## src/rtl/fiber_bus_master_pkg.sv

```systemverilog
// Shared types and constants for the fiber register-bus initiator.
// FSM encoding, timeout response pattern and default timing knobs.
package fiber_bus_master_pkg;

    typedef enum logic [2:0] {
        ST_IDLE   = 3'd0,
        ST_SETUP  = 3'd1,
        ST_STROBE = 3'd2,
        ST_RESP   = 3'd3,
        ST_GAP    = 3'd4
    } fbm_state_t;

    localparam logic [31:0] FBM_TMO_DATA  = 32'hFFFF_FFFF;
    localparam int          FBM_TIMEOUT   = 255;
    localparam int          FBM_GAP       = 2;
    localparam int          FBM_ADDR_STEP = 4;

endpackage

```

## src/rtl/fiber_bus_master.sv

```systemverilog
// Fiber register-bus initiator: single writes and burst reads, accept-to-response 5 cycles with a 2-cycle ACK.
// Responses hold until RSP_READY; no new strobe is issued while a response is pending.
module fiber_bus_master
    import fiber_bus_master_pkg::*;
#(
    parameter int TIMEOUT   = FBM_TIMEOUT,
    parameter int GAP       = FBM_GAP,
    parameter int ADDR_STEP = FBM_ADDR_STEP
) (
    input  logic        CLK,
    input  logic        RSTb,
    input  logic        ENABLE,
    input  logic        CMD_VALID,
    output logic        CMD_READY,
    input  logic        CMD_WR,
    input  logic [31:0] CMD_ADDR,
    input  logic [31:0] CMD_DATA,
    input  logic [7:0]  CMD_LEN,
    output logic        RSP_VALID,
    input  logic        RSP_READY,
    output logic [31:0] RSP_DATA,
    output logic        RSP_ERR,
    output logic        RSP_LAST,
    output logic [31:0] FIBER_BUS_ADDR,
    output logic [31:0] FIBER_BUS_DOUT,
    input  logic [31:0] FIBER_BUS_DIN,
    output logic        FIBER_BUS_WR,
    output logic        FIBER_BUS_RD,
    input  logic        FIBER_BUS_ACK,
    output logic        BUSY
);

    fbm_state_t  state;
    logic        is_wr;
    logic [7:0]  remaining;
    logic [15:0] tmo_cnt;
    logic [7:0]  gap_cnt;

    always_ff @(posedge CLK or negedge RSTb) begin
        if (!RSTb) begin
            state          <= ST_IDLE;
            is_wr          <= 1'b0;
            remaining      <= '0;
            tmo_cnt        <= '0;
            gap_cnt        <= '0;
            CMD_READY      <= 1'b0;
            RSP_VALID      <= 1'b0;
            RSP_DATA       <= '0;
            RSP_ERR        <= 1'b0;
            RSP_LAST       <= 1'b0;
            FIBER_BUS_ADDR <= '0;
            FIBER_BUS_DOUT <= '0;
            FIBER_BUS_WR   <= 1'b0;
            FIBER_BUS_RD   <= 1'b0;
            BUSY           <= 1'b0;
        end else begin
            case (state)
                ST_IDLE: begin
                    CMD_READY <= ENABLE;
                    if (CMD_VALID && CMD_READY) begin
                        is_wr          <= CMD_WR;
                        FIBER_BUS_ADDR <= CMD_ADDR;
                        FIBER_BUS_DOUT <= CMD_WR ? CMD_DATA : 32'h0;
                        remaining      <= CMD_WR ? 8'h0 : CMD_LEN;
                        CMD_READY      <= 1'b0;
                        BUSY           <= 1'b1;
                        state          <= ST_SETUP;
                    end
                end
                ST_SETUP: begin
                    tmo_cnt      <= '0;
                    FIBER_BUS_WR <= is_wr;
                    FIBER_BUS_RD <= !is_wr;
                    state        <= ST_STROBE;
                end
                ST_STROBE: begin
                    // ACK wins over a timeout landing on the same cycle
                    if (FIBER_BUS_ACK) begin
                        FIBER_BUS_WR <= 1'b0;
                        FIBER_BUS_RD <= 1'b0;
                        RSP_DATA     <= is_wr ? 32'h0 : FIBER_BUS_DIN;
                        RSP_ERR      <= 1'b0;
                        RSP_LAST     <= (remaining == 8'h0);
                        RSP_VALID    <= 1'b1;
                        state        <= ST_RESP;
                    end else if (tmo_cnt == 16'(TIMEOUT - 1)) begin
                        FIBER_BUS_WR <= 1'b0;
                        FIBER_BUS_RD <= 1'b0;
                        RSP_DATA     <= FBM_TMO_DATA;
                        RSP_ERR      <= 1'b1;
                        RSP_LAST     <= 1'b1;
                        RSP_VALID    <= 1'b1;
                        state        <= ST_RESP;
                    end else begin
                        tmo_cnt <= tmo_cnt + 16'h1;
                    end
                end
                ST_RESP: begin
                    if (RSP_READY) begin
                        RSP_VALID <= 1'b0;
                        gap_cnt   <= '0;
                        if (!RSP_LAST) begin
                            remaining      <= remaining - 8'h1;
                            FIBER_BUS_ADDR <= FIBER_BUS_ADDR + 32'(ADDR_STEP);
                        end
                        state <= ST_GAP;
                    end
                end
                ST_GAP: begin
                    // strobes stay low here so the responder always sees a fresh rising edge
                    if (gap_cnt == 8'(GAP - 1)) begin
                        if (RSP_LAST) begin
                            CMD_READY <= ENABLE;
                            BUSY      <= 1'b0;
                            state     <= ST_IDLE;
                        end else begin
                            state <= ST_SETUP;
                        end
                    end else begin
                        gap_cnt <= gap_cnt + 8'h1;
                    end
                end
                default: state <= ST_IDLE;
            endcase
        end
    end

endmodule
```

## config.mk

```make
export PLATFORM = sky130hd
export DESIGN_NAME = fiber_bus_master
export DESIGN_NICKNAME = d
export VERILOG_FILES = /design/src/rtl/fiber_bus_master_pkg.sv /design/src/rtl/fiber_bus_master.sv
export SDC_FILE = /design/constraint.sdc
export NUM_CORES = 1
export LEC_CHECK = 0
export CORE_UTILIZATION = 50
export CTS_CLUSTER_DIAMETER = 100
export DETAILED_ROUTE_END_ITERATION = 16
export GPL_TIMING_DRIVEN = 0
export PLACE_DENSITY = 0.94
export SLEW_MARGIN = 20
export SYNTH_ARGS = -nofsm -noshare
export SYNTH_HDL_FRONTEND = slang
export SYNTH_SLANG_ARGS = --single-unit
```

## constraint.sdc

```tcl
create_clock -name CLK -period 4.61 [get_ports CLK]
set_input_delay 0.6915 -clock CLK [delete_from_list [all_inputs] [get_ports CLK]]
set_output_delay 0.6915 -clock CLK [all_outputs]
set_load 0.005 [all_outputs]
```

==> results of run 1 <==
[cell usage in the layout, fill, tap and decap left out, types with 4 or more instances in the layout]
cell type,count
clkbuf_1,27
nand2b_1,38
a21oi_1,69
a211oi_1,9
nor2_1,88
ha_1,7
a21o_1,4
a31oi_1,12
clkbuf_16,17
nor4_1,5
o21ai_0,42
and4_1,9
clkdlybuf4s50_1,211
nor3_1,17
dfrtp_1,139
inv_1,14
xor2_1,10
nand2_1,108
o22ai_1,8
xnor2_1,5
o22a_1,4
a2bb2oi_1,4
a311oi_1,4
nand3_1,49
buf_2,18
nand4_1,14
and2_1,8
clkinvlp_4,6
and3_1,13
[cell families (layout without fill, tap and decap cells)]
| family | Yosys count | after routing |
|---|---|---|
| xor+xnor | 15 | 15 |
| flops | 139 | 139 |
| simple gates | 377 | 377 |
| compound gates | 181 | 181 |
| fa+ha+maj | 7 | 7 |
| buf+inv | 65 | 309 |
| mux | 2 | 2 |
[state kept, by name (all words and copies together) (netlist names)]
register,flops
RSP_VALID,1
is_wr,1
CMD_READY,1
RSP_LAST,1
remaining,8
BUSY,1
FIBER_BUS_WR,1
state,3
FIBER_BUS_RD,1
gap_cnt,8
RSP_DATA,32
RSP_ERR,1
FIBER_BUS_ADDR,32
tmo_cnt,16
FIBER_BUS_DOUT,32
[metrics by stage]
| stage | power [mW] | utilization, % |
|---|---|---|
| 4_1_cts | 6.352 | 72.57 |
| 6_report | 6.381 | 72.57 |
| 5_1_grt | 6.770 | 72.57 |
| 2_1_floorplan | 3.491 | - |
| 3_5_place_dp | 4.944 | 68.35 |
| 3_3_place_gp | 4.837 | 68.11 |
[routing by layer]
layer | share of wire (%) | routed length, microns | track usage [%]
met3 | 9.5 | 2069 | 8.929
met1 | 39 | 8443 | 38.22
met2 | 49 | 10550 | 49.36
met4 | 3.1 | 663 | 13.35
met5 | 0 | 0 | 0
[power breakdown]
| part | internal (mW) | leakage [nW] | switching [mW] |
|---|---|---|---|
| clock network | 0.810 | 0.267 | 0.559 |
| logic | 1.44 | 2.33 | 1.42 |
| registers | 1.71 | 1.72 | 0.442 |
[worst max path at each step]
stage,end,cells past startpoint
2_1_floorplan,CMD_READY,6
3_3_place_gp,FIBER_BUS_DOUT[16],1
3_5_place_dp,FIBER_BUS_ADDR[3],6
4_1_cts,tmo_cnt[10],7
5_1_grt,tmo_cnt[10],7
6_report,tmo_cnt[10],7
[area by class of cell]
class                           count  area (sq um)
Fill cell                         990          3792
Sequential cell                   139          3478
Multi-Input combinational cell    582          3292
Timing Repair Buffer              213          2155
Clock buffer                       18         439.2
Buffer                             51         247.7
Tap cell                          180         225.2
Clock inverter                     13         145.1
Inverter                           14         52.55
==> reports/results.tsv, run 1 <==
stage	metric	value	unit
routing	dr.pass1.iters	5	
floorplan	core	13830	sq um
final_layout	nets	1136	
placement	post_dp_cell_area	9450	sq um
final_layout	area_growth	41.92	%
clocking	clk_path_buf_depth	2	
global_route	grt_pass1_vias	6953	
synth	synth_cell_types	65	
timing	max_freq	0.4129	GHz
placement	preCtsSetupSlack	1.907	ns
synth	ys_warn_count	0	
clocking	cts_tree	built	
worst_setup_path	worst-setup-path-type	primary input to flip-flop	
final_layout	final_cell_area	10030	sq um
timing	setup_slack	2.188	ns
final_layout	stdcell_count	1210	
flow_run	max-cap-violations	0	
timing	rsz0062_at_grt	no	
global_route	grt_max_degree	72	
worst_setup_path	path_buf_inv	2	
worst_setup_path	crit_arrival	2.72	ns
synth	synthAdderAreaFrac	1.239	%
floorplan	placementRows	43	
timing	max-slew-margin-rel	50.30	%
placement	io_buffer_count	212	
global_route	grt_overflow	0	
outcome	status	completed	
global_route	grt_usage	30.62	%
global_route	antenna_found_initial	0	
global_route	grt_pass1_wl	34710	microns
synth	synth_top_area_share	49.19	%
synth	synth-compound-area-share	15.91	%
floorplan	die_h	120.9	microns
synth	synth_edf_count	0	
pwr	p_leak	4.311	nW
synth	synth_top_family_by_area	simple AND/OR/NAND/NOR gates	
floorplan	die_w	120.9	microns
timing	tns	0	ns
worst_setup_path	worst_setup_path_start_kind	primary input	
synth	synthArstFlopShare	100.0	%
clocking	ctsResizeCount	0	
synth	synth_nets	904	
synth	synth-seq-cells	139	
final_layout	drive_gt1_share	7.476	%
routing	vias	7104	
synth	ys_seq_area_share	49.19	%
worst_setup_path	reg2reg_to	FIBER_BUS_ADDR[12]	
worst_setup_path	worstPathMaxFanout	6	
worst_setup_path	worst_ep_required_time	4.91	ns
worst_setup_path	r2r_cells	6	
hold_path	hp-class	primary input to asynchronous set/reset pin	
routing	wl	21730	microns
worst_setup_path	critPathLaunch	FIBER_BUS_ACK	
timing	slew_violations	0	
pwr	ir_drop	367.9	uV
placement	gp_congestion	0.9113	
routing	initialDrtViolationCount	713	
clocking	postCtsSetupBuffers	0	
routing	drc	0	
clocking	cts_buffers	17	
clocking	cts_root_buf	clkbuf_16	
floorplan	initial_utilization	51.14	%
routing	postRouteAntennaNets	0	
routing	drt-wirelength-per-cell	17.96	microns
synth	synthCells	786	
synth	synthTopCellsByCount	dfrtp_1 (139), nand2_1 (108), nor2_1 (88), a21oi_1 (69), nand3_1 (49)	
final_layout	antennaDiodeCount	0	
worst_setup_path	crit_slowest_cell	nor4b_1	
worst_setup_path	endpoint_kind	flip-flop	
placement	hpwl	14870	microns
synth	synth_area_leaders	dfrtp_1 (49%), nand2_1 (5.7%), a21oi_1 (4.9%), nor2_1 (4.7%), nand3_1 (3.5%)	
synth	muxShareOfSynthArea	0.2831	%
worst_setup_path	reg2reg_slack	2.44	ns
worst_setup_path	critical-path-max-stage-delay	0.66	ns
synth	synthesis.area	7071	sq um
worst_setup_path	worstReg2RegStart	state[2]	
timing	period_minus_slack	2.422	ns
clocking	postCtsHoldBufs	0	
worst_setup_path	cp_top_family	simple AND/OR/NAND/NOR gates	
clocking	clkTransAtPathRegs	0.06	ns
clocking	clkLatencyLatePin	0.43	ns
floorplan	die-area	14620	sq um
timing	worst_pin_slew	0.7351	ns
timing	clock_skew	0.01066	ns
timing	setup_violations	0	
clocking	h-tree-depth	4	
synth	synth_flop_cell	dfrtp_1	
synth	synth_simple_gate_area_share	27.27	%
clocking	cts.sink_count	139	
placement	placed_cells	1179	
synth	synth_area_leader_cell	dfrtp_1	
synth	synth_most_common_cell	dfrtp_1	
routing	via_per_inst	5.871	
floorplan	ios	214	
synth	synth.avg_cell_area	8.996	sq um
synth	synthXorXnorAreaFrac	1.858	%
worst_setup_path	cp_cell_sequence	clkdlybuf4s50_1 -> nor4b_1 -> and2_1 -> clkbuf_1 -> nand4_1 -> xor2_1 -> nor2_1	
timing	fin_crit_sh	52.53	%
pwr	power.density	635.9	nW/um^2
timing	hold_violations	0	
timing	timing.hold.ws	0.2084	ns
Power figures use the tool's default switching activity.
==> run 2: changes to the inputs <==
CORE_UTILIZATION = 48   (was 50)
PLACE_DENSITY = 0.92   (was 0.94)
clock period = 2.5 ns   (was 4.61 ns; I/O delays follow)
==> run 2 against run 1 <==
Effect of this change: global-route usage down 1.7 points; hold slack gained 0.14 ns; total power is 84% higher; largest cell class unchanged; combinational power grew 84%; sequential share of layout area down 0.078 points; count of clock-buffer cells in the layout grew 1; via count is 1.1% lower; setup slack lost 1.9 ns; register-to-register slack lost 2.1 ns; core utilization down 1.5 points; clock skew is 0.0032 ns lower; largest power group unchanged; flip-flop and latch count unchanged.
==> reports/results.tsv, run 2 (synthesis gave the netlist of run 1 again) <==
stage	metric	value	unit	change
routing	drc	0		unchanged
timing	worst_pin_slew	0.6574	ns	was 0.7351 ns
worst_setup_path	worst-setup-path-type	flip-flop to flip-flop		was primary input to flip-flop
global_route	antenna_found_initial	0		unchanged
hold_path	hp-class	primary input to flip-flop		was primary input to asynchronous set/reset pin
pwr	p_total	11.75	mW	was 6.381 mW
final_layout	layout_commonest_cell	clkdlybuf4s50_1		unchanged
final_layout	antennaDiodeCount	0		unchanged
timing	max_freq	0.4603	GHz	
flow_run	max-cap-violations	0		unchanged
pwr	p_leak	4.330	nW	was 4.311 nW
floorplan	die_h	123.4	microns	was 120.9 microns
clocking	h-tree-depth	4		unchanged
global_route	grt_pass1_vias	6854		was 6,953
worst_setup_path	crit_arrival	2.47	ns	was 2.72 ns
worst_setup_path	cp_cell_sequence	buf_2 -> nand4b_1 -> o22ai_2 -> buf_4 -> buf_2 -> a31oi_1		was clkdlybuf4s50_1 -> nor4b_1 -> and2_1 -> clkbuf_1 -> nand4_1 -> xor2_1 -> nor2_1
clocking	cts_tree	built		unchanged
placement	placed_cells	1179		unchanged
routing	dr.pass1.iters	5		unchanged
timing	clock_skew	0.007454	ns	was 0.01066 ns
timing	setup_slack	0.3274	ns	was 2.188 ns
timing	max-slew-margin-rel	55.55	%	was 50.30%
worst_setup_path	path_buf_inv	3		was 2
routing	vias	7025		was 7,104
worst_setup_path	endpoint_kind	flip-flop		unchanged
pwr	power.density	1168	nW/um^2	was 635.9 nW/um^2
floorplan	core	14150	sq um	was 13,830 sq um
final_layout	largestRegisters	FIBER_BUS_ADDR x32, FIBER_BUS_DOUT x32, RSP_DATA x32		unchanged
routing	drt-wirelength-per-cell	17.80	microns	was 17.96 microns
placement	gp_congestion	0.9162		was 0.9113
final_layout	nets	1137		was 1,136
global_route	grt_usage	28.87	%	was 30.62%
floorplan	placementRows	43		unchanged
timing	period_minus_slack	2.173	ns	
placement	io_buffer_count	212		unchanged
final_layout	post-route-util	71.08	%	was 72.57%
global_route	grt_overflow	0		unchanged
worst_setup_path	cp_top_family	buffers and inverters		was simple AND/OR/NAND/NOR gates
clocking	clkTransAtPathRegs	0.06	ns	about the same
timing	slew_violations	0		unchanged
floorplan	ios	214		unchanged
worst_setup_path	worstReg2RegStart	state[2]		unchanged
final_layout	drive_gt1_share	7.558	%	was 7.476%
worst_setup_path	r2r_cells	6		unchanged
placement	hpwl	15150	microns	was 14,870 microns
placement	post_dp_cell_area	9450	sq um	unchanged
hold_path	holdPathStages	3		
placement	preCtsSetupSlack	0.09563	ns	was 1.907 ns
clocking	cts_root_buf	clkbuf_16		unchanged
worst_setup_path	reg2reg_to	FIBER_BUS_ADDR[3]		was FIBER_BUS_ADDR[12]
clocking	cts.sink_count	139		unchanged
final_layout	final_cell_area	10060	sq um	was 10,030 sq um
hold_path	hp-start	CMD_WR		
routing	via_per_inst	5.796		was 5.871
clocking	cts_buffers	17		unchanged
worst_setup_path	reg2reg_slack	0.33	ns	was 2.44 ns
floorplan	die_w	123.4	microns	was 120.9 microns
worst_setup_path	critical-path-max-stage-delay	0.43	ns	was 0.66 ns
worst_setup_path	crit_slowest_cell	nand4b_1		was nor4b_1
timing	rsz0062_at_grt	no		unchanged
worst_setup_path	worstPathMaxFanout	10		was 6
timing	hold_violations	0		unchanged
routing	initialDrtViolationCount	584		was 713
floorplan	die-area	15220	sq um	was 14,620 sq um
worst_setup_path	worst_ep_required_time	2.79	ns	was 4.91 ns
clocking	clk_path_buf_depth	2		unchanged
worst_setup_path	worst_setup_path_start_kind	flip-flop		was primary input
final_layout	area_growth	42.24	%	was 41.92%
hold_path	holdPathEnd	FIBER_BUS_DOUT[31]		
global_route	grt_max_degree	78		was 72
final_layout	stdcell_count	1212		was 1,210
floorplan	initial_utilization	49.97	%	was 51.14%
pwr	ir_drop	717.2	uV	was 367.9 uV
timing	setup_violations	0		unchanged
routing	wl	21580	microns	was 21,730 microns
final_layout	final_cell_mix	clkdlybuf4s50_1 (211), dfrtp_1 (139), nand2_1 (108), nor2_1 (88), a21oi_1 (69)		unchanged
worst_setup_path	cp_common_cell	buf_2		
global_route	grt_pass1_wl	33800	microns	was 34,710 microns
outcome	status	completed		unchanged
clocking	clkLatencyLatePin	0.42	ns	was 0.43 ns
worst_setup_path	critPathLaunch	state[2]		was FIBER_BUS_ACK
routing	postRouteAntennaNets	0		unchanged
timing	fin_crit_sh	86.91	%	
## run 2: cell types whose count changed in the layout (fill, tap and decap cells not counted)
cell,before,now
clkinv_2,1,2
clkinv_4,2,4
clkbuf_8,1,2
dlygate4sd3_1,0,1
clkinvlp_4,6,4
inv_6,2,1
## run 2: worst register-to-register path, delay by kind of cell (launching register included)
family / cells / cell delay [ns]
AOI/OAI and AO/OA: 2 / 0.51
buffers and inverters: 3 / 0.69
and+or+nand+nor: 1 / 0.43
DFF: 1 / 0.42
## run 2: report_power, final
part / switching, mW / total [mW] / internal (mW) / leakage, nW
clock network: 0.998 / 2.52 / 1.52 / 0.282
logic: 2.60 / 5.26 / 2.67 / 2.33
registers: 0.814 / 3.97 / 3.15 / 1.72
total: 4.41 / 11.8 / 7.34 / 4.33
## run 2: layer usage
layer / vias to the layer above / share of wire (%) / GRT usage (%)
li1: 3242 / - / -
met1: 3394 / 41 / 35.72
met2: 346 / 49 / 47.49
met3: 43 / 8.7 / 8.579
met4: 0 / 1.9 / 10.92
met5: - / 0 / 0
## run 2: how the worst max path moves through the flow
stage,endpoint,cells after the start
2_1_floorplan,CMD_READY,6
4_1_cts,FIBER_BUS_ADDR[3],6
6_report,FIBER_BUS_ADDR[3],6
3_3_place_gp,FIBER_BUS_DOUT[26],1
3_5_place_dp,FIBER_BUS_ADDR[3],6
5_1_grt,FIBER_BUS_ADDR[16],7
## run 2: timing repair
| action | CTS | global route |
|---|---|---|
| setup buffers | 0 | 0 |
| setup endpoints to repair | 0 | 0 |
| hold buffers | 1 | 0 |
| resized for setup | 0 | 0 |
| endpoints found under the hold margin | 76 | 0 |
## run 2: per-stage QoR
stage	TNS, ns	hold slack (ns)
after floorplan	0	0.07941
after global placement	-638.96	0.4487
after detailed placement	0	0.4008
after CTS	0	0.3660
after global routing	0	0.4010
final	0	0.3519
## run 2: final cells by class
type                       instances  area (sq um)
clock buffer                      19         452.9
sequential                       139          3478
buffer                            51         247.7
clock inverter                    13         143.9
fill                            1041          4093
inverter                          14         52.55
tap                              180         225.2
multi-input combinational        582          3292
timing repair buffer             214          2165
==> run 3: changes to the inputs <==
CELL_PAD_IN_SITES_DETAIL_PLACEMENT = 0   (was default)
CELL_PAD_IN_SITES_GLOBAL_PLACEMENT = 1   (was default)
CORE_UTILIZATION = 35   (was 48)
PLACE_DENSITY = 0.91   (was 0.92)
==> run 3 against run 2 <==
Effect of this change: sequential power about the same; first-iteration DRC count is 31% lower; non-clock buffer count is the same; final cell count grew 7.1%; fmax decreased by 2.5%.
==> reports/results.tsv, run 3 (synthesis gave the netlist of run 1 again) <==
stage	metric	value	unit	change
clocking	cts_tree	built		unchanged
clocking	clk_path_buf_depth	2		unchanged
worst_setup_path	worst-setup-path-type	flip-flop to flip-flop		unchanged
final_layout	stdcell_count	1298		was 1,212
global_route	grt_usage	21.40	%	was 28.87%
timing	rsz0062_at_grt	no		unchanged
final_layout	nets	1137		unchanged
final_layout	drive_gt1_share	7.558	%	unchanged
floorplan	ios	214		unchanged
clocking	clkLatencyLatePin	0.42	ns	about the same
clocking	postCtsSetupBuffers	0		unchanged
routing	dr.pass1.iters	5		unchanged
final_layout	area_growth	44.01	%	was 42.24%
floorplan	core	19650	sq um	was 14,150 sq um
outcome	status	completed		unchanged
routing	initialDrtViolationCount	401		was 584
hold_path	hp-class	primary input to flip-flop		unchanged
worst_setup_path	worst_setup_path_start_kind	flip-flop		unchanged
global_route	grtUsageMet1	28.66	%	was 35.72%
clocking	postCtsHoldBufs	1		unchanged
worst_setup_path	r2r_cells	6		unchanged
timing	clock_skew	0.01710	ns	was 0.007454 ns
placement	preCtsSetupSlack	-0.004316	ns	was 0.09563 ns
worst_setup_path	crit_arrival	2.52	ns	was 2.47 ns
routing	postRouteAntennaNets	0		unchanged
final_layout	final_cell_area	10180	sq um	was 10,060 sq um
flow_run	max-cap-violations	0		unchanged
timing	max_freq	0.4485	GHz	was 0.4603 GHz
timing	max-slew-margin-rel	55.96	%	was 55.55%
worst_setup_path	cp_common_cell	buf_2		unchanged
routing	drt-wirelength-per-cell	16.87	microns	was 17.80 microns
worst_setup_path	endpoint_kind	flip-flop		unchanged
global_route	grt_overflow	0		unchanged
global_route	antenna_found_initial	1		was 0
worst_setup_path	critical-path-max-stage-delay	0.46	ns	was 0.43 ns
placement	post_dp_cell_area	9557	sq um	was 9450 sq um
worst_setup_path	worst_ep_required_time	2.79	ns	about the same
routing	drc	0		unchanged
timing	worst_pin_slew	0.6535	ns	was 0.6574 ns
floorplan	die-area	20770	sq um	was 15,220 sq um
pwr	power.density	1158	nW/um^2	was 1168 nW/um^2
placement	placed_cells	1264		was 1,179
pwr	p_leak	4.340	nW	was 4.330 nW
clocking	h-tree-depth	4		unchanged
routing	vias	6750		was 7,025
placement	gp_congestion	0.8638		was 0.9162
routing	wl	21900	microns	was 21,580 microns
global_route	grt_use_met2	33.49	%	was 47.49%
global_route	use_met3	5.960	%	was 8.579%
clocking	ctsResizeCount	0		unchanged
pwr	p_total	11.80	mW	was 11.75 mW
final_layout	layout_commonest_cell	clkdlybuf4s50_1		unchanged
global_route	grt_pass1_vias	6503		was 6,854
worst_setup_path	crit_slowest_cell	nand4b_1		unchanged
pwr	ir_drop	521.9	uV	was 717.2 uV
worst_setup_path	worstPathMaxFanout	10		unchanged
clocking	clkTransAtPathRegs	0.06	ns	about the same
clocking	cts_buffers	17		unchanged
floorplan	initial_utilization	35.98	%	was 49.97%
floorplan	die_w	144.1	microns	was 123.4 microns
floorplan	placementRows	51		was 43
clocking	cts.sink_count	139		unchanged
floorplan	die_h	144.1	microns	was 123.4 microns
timing	period_minus_slack	2.229	ns	was 2.173 ns
global_route	grt_max_degree	74		was 78
clocking	cts_root_buf	clkbuf_16		unchanged
timing	setup_slack	0.2706	ns	was 0.3274 ns
final_layout	final_cell_mix	clkdlybuf4s50_1 (211), dfrtp_1 (139), nand2_1 (108), nor2_1 (88), a21oi_1 (69)		unchanged
timing	setup_violations	0		unchanged
timing	timing.hold.ws	0.3817	ns	was 0.3519 ns
final_layout	num-fill-cells	1884		was 1,041
timing	hold_violations	0		unchanged
timing	slew_violations	0		unchanged
global_route	grt-busiest-layer	met2		unchanged
worst_setup_path	cp_cell_sequence	buf_2 -> nand4b_1 -> o22ai_2 -> buf_4 -> buf_2 -> a21oi_1		was buf_2 -> nand4b_1 -> o22ai_2 -> buf_4 -> buf_2 -> a31oi_1
routing	via_per_inst	5.200		was 5.796
timing	fin_crit_sh	89.18	%	was 86.91%
placement	io_buffer_count	212		unchanged
final_layout	largestRegisters	FIBER_BUS_ADDR x32, FIBER_BUS_DOUT x32, RSP_DATA x32		unchanged
global_route	grt_pass1_wl	34510	microns	was 33,800 microns
placement	hpwl	15600	microns	was 15,150 microns
hold_path	holdPathStages	3		unchanged
==> run 3: worst max-delay path, delay by kind of cell (launching register included) <==
kind	cells	cell delay (ns)
buffers and inverters	3	0.70
AOI/OAI and AO/OA	2	0.53
and+or+nand+nor	1	0.46
DFF	1	0.41
==> run 3: layout make-up <==
class	count	area, sq um	share of cell area, %
Clock buffer	17	425.4	4.178
Buffer	51	247.7	2.433
Antenna cell	1	2.502	0.02458
Sequential cell	139	3478	34.16
Multi-Input combinational cell	582	3292	32.33
Clock inverter	15	187.7	1.843
Timing Repair Buffer	214	2165	21.26
Tap cell	265	331.6	3.256
Inverter	14	52.55	0.5161
==> run 3: worst paths after layout <==
check / startpoint / end / slack [ns]
setup / recovery: state[2] / FIBER_BUS_ADDR[18] / 0.27
hold / removal: CMD_WR / FIBER_BUS_DOUT[0] / 0.38
setup reg to reg: state[2] / FIBER_BUS_ADDR[18] / 0.27
hold reg to reg: FIBER_BUS_DOUT[9] / FIBER_BUS_DOUT[9] / 0.46
max in group asynchronous: RSTb / FIBER_BUS_ADDR[1] / 1.22
min in group asynchronous: RSTb / tmo_cnt[4] / 0.53
==> run 3: routing by layer <==
layer	vias to the layer above	part of all wire, %
met5	-	0
met3	22	7.7
met2	233	46
met4	0	1.4
met1	3242	45
li1	3253	-
==> run 3: report_power, final <==
group          switching, mW  internal, mW
combinational           2.54          2.66
clock                   1.06          1.59
sequential             0.784          3.15
total                   4.39          7.40
==> run 3: through the flow <==
step	util (%)	setup TNS [ns]
2_1_floorplan	-	0
3_3_place_gp	48.46	-675.33
3_5_place_dp	48.62	-0.004316
4_1_cts	51.80	0
5_1_grt	51.80	0
6_report	51.81	0
